<file path="src/rtl/light_meter_pkg.sv">
// Shared types and default sizing for the TSL235R light-to-frequency meter.
package light_meter_pkg;

   typedef enum logic [0:0] {P_IDLE, P_RUN} per_state_e;

   localparam int unsigned GATE_CYCLES_DEF    = 100_000_000;
   localparam int unsigned PERIOD_TIMEOUT_DEF = 100_000_000;
   localparam int unsigned CNT_W_DEF          = 32;

endpackage

</file>
<file path="src/rtl/pulse_sync_edge.sv">
// Two-flop synchronizer followed by a registered rising-edge detect.
module pulse_sync_edge (
   input  logic clk,
   input  logic reset,
   input  logic async_in,
   output logic edge_pulse
);

   logic sync_q1, sync_q2, prev_q;

   // Clearing to 0 means an input already high at reset release is not an edge.
   always_ff @(posedge clk) begin
      if (reset) begin
         sync_q1    <= 1'b0;
         sync_q2    <= 1'b0;
         prev_q     <= 1'b0;
         edge_pulse <= 1'b0;
      end else begin
         sync_q1    <= async_in;
         sync_q2    <= sync_q1;
         prev_q     <= sync_q2;
         edge_pulse <= sync_q2 & ~prev_q;
      end
   end

endmodule

</file>
<file path="src/rtl/light_freq_meter.sv">
// Gated edge counter and edge-to-edge period meter for the TSL235R sensor output.
module light_freq_meter
   import light_meter_pkg::*;
#(
   parameter int unsigned GATE_CYCLES    = GATE_CYCLES_DEF,
   parameter int unsigned PERIOD_TIMEOUT = PERIOD_TIMEOUT_DEF,
   parameter int unsigned CNT_W          = CNT_W_DEF
) (
   input  logic             clk,
   input  logic             reset,
   input  logic             tsl235r_in,
   input  logic             enable,
   output logic [CNT_W-1:0] frequency,
   output logic [CNT_W-1:0] period,
   output logic             sample_valid,
   output logic             overflow,
   output logic             no_signal
);

   localparam int unsigned GATE_W = (GATE_CYCLES > 1) ? $clog2(GATE_CYCLES) : 1;
   localparam int unsigned PER_W  = $clog2(PERIOD_TIMEOUT + 1);
   localparam int unsigned WIDE_W = PER_W + CNT_W;

   localparam logic [CNT_W-1:0]  CNT_MAX   = '1;
   localparam logic [GATE_W-1:0] GATE_LAST = GATE_W'(GATE_CYCLES - 1);
   localparam logic [PER_W-1:0]  PER_LAST  = PER_W'(PERIOD_TIMEOUT);

   logic edge_pulse;

   logic [GATE_W-1:0] gate_q, gate_d;
   logic [CNT_W-1:0]  edge_cnt_q, edge_cnt_d;
   logic              win_ovf_q, win_ovf_d;
   logic [PER_W-1:0]  per_cnt_q, per_cnt_d;
   per_state_e        state_q, state_d;
   logic [CNT_W-1:0]  freq_q, freq_d;
   logic [CNT_W-1:0]  period_q, period_d;
   logic              sv_q, sv_d;
   logic              ovf_q, ovf_d;
   logic              nosig_q, nosig_d;

   logic              lost;
   logic [CNT_W-1:0]  cnt_inc;
   logic [WIDE_W-1:0] per_wide;
   logic [CNT_W-1:0]  per_clip;

   pulse_sync_edge u_sync (
      .clk        (clk),
      .reset      (reset),
      .async_in   (tsl235r_in),
      .edge_pulse (edge_pulse)
   );

   // An edge arriving while the count is already at full scale is lost.
   assign lost     = edge_pulse && (edge_cnt_q == CNT_MAX);
   assign cnt_inc  = (edge_pulse && !lost) ? edge_cnt_q + CNT_W'(1) : edge_cnt_q;
   assign per_wide = WIDE_W'(per_cnt_q);
   assign per_clip = (per_wide > WIDE_W'(CNT_MAX)) ? CNT_MAX : CNT_W'(per_cnt_q);

   always_comb begin
      gate_d     = gate_q;
      edge_cnt_d = edge_cnt_q;
      win_ovf_d  = win_ovf_q;
      per_cnt_d  = per_cnt_q;
      state_d    = state_q;
      freq_d     = freq_q;
      period_d   = period_q;
      sv_d       = 1'b0;
      ovf_d      = ovf_q;
      nosig_d    = nosig_q;

      if (!enable) begin
         gate_d     = '0;
         edge_cnt_d = '0;
         win_ovf_d  = 1'b0;
         per_cnt_d  = '0;
         state_d    = P_IDLE;
      end else begin
         // Terminal-cycle edges belong to the window being closed.
         if (gate_q == GATE_LAST) begin
            gate_d     = '0;
            freq_d     = cnt_inc;
            ovf_d      = win_ovf_q | lost;
            sv_d       = 1'b1;
            edge_cnt_d = '0;
            win_ovf_d  = 1'b0;
         end else begin
            gate_d     = gate_q + GATE_W'(1);
            edge_cnt_d = cnt_inc;
            win_ovf_d  = win_ovf_q | lost;
         end

         case (state_q)
            P_IDLE: begin
               if (edge_pulse) begin
                  per_cnt_d = PER_W'(1);
                  state_d   = P_RUN;
               end
            end
            P_RUN: begin
               if (edge_pulse) begin
                  period_d  = per_clip;
                  per_cnt_d = PER_W'(1);
                  nosig_d   = 1'b0;
               end else if (per_cnt_q == PER_LAST) begin
                  period_d  = '0;
                  nosig_d   = 1'b1;
                  per_cnt_d = '0;
                  state_d   = P_IDLE;
               end else begin
                  per_cnt_d = per_cnt_q + PER_W'(1);
               end
            end
            default: state_d = P_IDLE;
         endcase
      end
   end

   always_ff @(posedge clk) begin
      if (reset) begin
         gate_q     <= '0;
         edge_cnt_q <= '0;
         win_ovf_q  <= 1'b0;
         per_cnt_q  <= '0;
         state_q    <= P_IDLE;
         freq_q     <= '0;
         period_q   <= '0;
         sv_q       <= 1'b0;
         ovf_q      <= 1'b0;
         nosig_q    <= 1'b1;
      end else begin
         gate_q     <= gate_d;
         edge_cnt_q <= edge_cnt_d;
         win_ovf_q  <= win_ovf_d;
         per_cnt_q  <= per_cnt_d;
         state_q    <= state_d;
         freq_q     <= freq_d;
         period_q   <= period_d;
         sv_q       <= sv_d;
         ovf_q      <= ovf_d;
         nosig_q    <= nosig_d;
      end
   end

   assign frequency    = freq_q;
   assign period       = period_q;
   assign sample_valid = sv_q;
   assign overflow     = ovf_q;
   assign no_signal    = nosig_q;

endmodule

</file>
<file path="config.mk">
export PLATFORM = sky130hd
export DESIGN_NAME = light_freq_meter
export DESIGN_NICKNAME = d
export VERILOG_FILES = /design/src/rtl/light_meter_pkg.sv /design/src/rtl/pulse_sync_edge.sv /design/src/rtl/light_freq_meter.sv
export SDC_FILE = /design/constraint.sdc
export NUM_CORES = 1
export LEC_CHECK = 0
export BUFFER_PORTS_ARGS = -buffer_cell sky130_fd_sc_hd__buf_4
export CAP_MARGIN = 0
export CORE_MARGIN = 10
export CORE_UTILIZATION = 50
export CTS_BUF_LIST = sky130_fd_sc_hd__clkbuf_4 sky130_fd_sc_hd__clkbuf_8
export CTS_CLUSTER_DIAMETER = 150
export DETAILED_ROUTE_END_ITERATION = 6
export PLACE_DENSITY = 0.71
export SYNTH_ARGS = -nofsm -noshare
export SYNTH_HDL_FRONTEND = slang
export SYNTH_SLANG_ARGS = --single-unit
export TNS_END_PERCENT = 20
</file>
<file path="constraint.sdc">
create_clock -name clk -period 3.7 [get_ports clk]
set_input_delay 0.185 -clock clk [delete_from_list [all_inputs] [get_ports clk]]
set_output_delay 0.185 -clock clk [all_outputs]
set_load 0.02 [all_outputs]
</file>
==> flow_summary.ini <==
[synthesis]
synth_warnings = 0
synth_xor_area_frac = 0.0709
synth_top_family_by_area = simple AND/OR/NAND/NOR gates
synthMuxAreaShare = 0.00300
synthTopCellsByArea = dfxtp_1, nor2_1, xor2_1
synth_fa_ha_area_frac = 0.00751
yosys.area.top_type = dfxtp_1
syn_area_um2 = 6670
synth_compound_area_frac = 0.144
yosysSeqAreaShare = 0.462
synth-edff-count = 0
synth-simple-area-share = 0.259
synth_most_common_cell = dfxtp_1
postSynthCellCount = 740
async_flop_share = 0
synth.top_cell.area_share = 0.462
synth-seq-cells = 154
ys.flop_type = dfxtp_1
ys_types = 64
avgSynthCellArea_um2 = 9.01
ys_top_cells_by_count = dfxtp_1, nor2_1, xor2_1

[clock_network]
cts_tree = done
clkTransAtPathRegs_ns = 0.08
ctsResizeCount = 0
htreeDepth = 4
root_buffer = clkbuf_8
insertion_delay_ns = 0.45
clock-sinks = 154
clockBufferDepth = 2
cts_buffers = 17

[floorplanning]
die_w_um = 135
die-area_um2 = 18400
core_um2 = 13100
row_count = 42
initial_core_util = 0.507
ios = 71
die_h_um = 135

[detailed_routing]
drc = 0
antenna_left = 0
avgRoutedWirePerCell_um = 16.0
dr_total_vias = 5511
viasPerCell = 5.65
first_pass_iters = 6
drtIter0Drc = 413
wl_um = 15600

[placed_design]
dp.cells = 945
pre_cts_ws_ns = 1.32
dp_hpwl_um = 10800
place.gp.congestion = 0.901
io_buffer_count = 65
placed_cell_area_um2 = 7140

[sta]
fin_ws_ns = 1.18
rsz0062_at_grt = no
setup_viol = 0
fin_crit_sh = 0.682
fmax_mhz = 396
timing.hold.ws_ns = 0.163
tightest_slew_ns = 0.851
maxSlewViolCount = 0
setup_tns_ns = 0
relSlewSlack = 0.430
clock-skew-final_ns = 0.0109
finalHoldViolCount = 0
min_period_ns = 2.52

[setup_path]
crit_path_max_fanout = 11
critical_path_class = register to register
crit_slowest_cell = o211ai_1
path_cells = inv_1 > ha_1 > nor4bb_1 > nand4_1 > o211ai_1 > nor2_1 > o21ai_0 > o21ai_0
required_ns = 4.02
worstSetupEndpointType = register
cpPeakStageDelay_ns = 0.77
start_kind = register
arrival_ns = 2.84
timing.rr.start = per_cnt_q[0]
crit_buf_inv = 1
crit_top_cell = o21ai_0
startpoint = per_cnt_q[0]
cpLargestDelayFamily = compound AO/OA/AOI/OAI gates

[finish]
final_layout_size_suffix_gt1_frac = 0.165
stdcell_area_um2 = 7540
ff_latch_area_um2 = 3080
multi_input_area_um2 = 3250
post-route-util = 0.574
syn2layout_area_growth_pct = 13.2
instances_no_fill = 976
nFillCells = 1197
nNetsFinal = 797
antennaDiodeCount = 0

[global_route]
grt_pass1_wl_um = 26100
overflow = 0
first_global_vias = 5373
grtUsageTotal = 0.172
antenna_found_initial = 0
grt_max_degree = 68

[power]
p_leak_nw = 2.78
p_per_area_nw_per_um2 = 398
peakVddDrop_v = 0.000253
total_power_mw = 3.00

[worst_hold_path]
hold_path_class = input pin to register
hold_start = enable

[outcome]
status = completed

[run]
cap_violations = 0
cells in the final DEF (no fill, tap or decap), types with 5 or more instances in the layout:
master / n
a211oi_1: 26
a211oi_2: 5
a21oi_1: 15
a22oi_1: 28
a31oi_1: 14
and2_1: 6
and3_1: 17
and4_1: 8
buf_4: 72
clkbuf_8: 18
clkinv_2: 5
conb_1: 5
dfxtp_1: 154
inv_1: 11
nand2_1: 30
nand3_1: 35
nand4_1: 31
nor2_1: 150
nor2b_1: 6
nor3_1: 6
nor4_1: 6
o21ai_0: 33
xnor2_1: 8
xor2_1: 46
state kept, by name (all words and copies together), names as in the netlist:
| name | cells |
|---|---|
| win_ovf_q | 1 |
| gate_q | 27 |
| u_sync.edge_pulse | 1 |
| state_q | 1 |
| overflow | 1 |
| u_sync.prev_q | 1 |
| frequency | 32 |
| period | 27 |
| per_cnt_q | 27 |
| no_signal | 1 |
| u_sync.sync_q1 | 1 |
| sample_valid | 1 |
| edge_cnt_q | 32 |
| u_sync.sync_q2 | 1 |
worst register-to-register path: cells and delay by family, from the launching register on:
family | cells | cell delay, ns
AO/OA/AOI/OAI | 3 | 1.15
AND/OR/NAND/NOR | 3 | 0.64
flip-flops | 1 | 0.35
adder cells (fa/ha/maj) | 1 | 0.15
buffers and inverters | 1 | 0.10
path summary, 6_finish.rpt:
check / slack [ns] / cells past startpoint / endpoint
hold reg to reg: 0.39 / 1 / u_sync.edge_pulse
setup reg to reg: 1.18 / 8 / per_cnt_q[20]
hold / removal: 0.16 / 3 / frequency[24]
setup / recovery: 1.18 / 8 / per_cnt_q[20]
where the power goes:
part / switching (mW) / internal [mW] / total (mW)
logic: 0.0436 / 0.0114 / 0.0550
clock network: 0.589 / 0.694 / 1.28
registers: 0.00363 / 1.66 / 1.66
total: 0.636 / 2.36 / 3.00
per-layer routing:
metal  part of all wire  vias to the layer above  global-route usage  wire length [um]
met2               0.51                      142               0.297              7940
met3              0.052                       21              0.0467               815
met4              0.016                        0              0.0712               247
met1               0.42                     2633               0.195              6570
li1                   -                     2715                   -                 -
met5                  0                        -                   0                 0
area by class of cell:
class	count	area share
sequential	154	0.409
multi-input combinational	532	0.431
clock buffer	21	0.0358
tap	176	0.0292
clock inverter	9	0.0164
inverter	11	0.00547
timing repair buffer	73	0.0730
cells by family (layout without fill, tap and decap cells):
logic type / count (synthesis) / count (layout)
mux: 2 / 2
xor+xnor: 54 / 54
simple gates: 329 / 329
flops: 154 / 154
buf+inv: 58 / 114
fa+ha+maj: 4 / 4
compound gates: 138 / 138
other cells: 1 / 5
what timing repair did:
action,CTS,global route
endpoints found under the hold margin,1,0
hold buffers,1,0
buffers inserted,0,0
No activity file was read; power rests on OpenSTA's default activity.
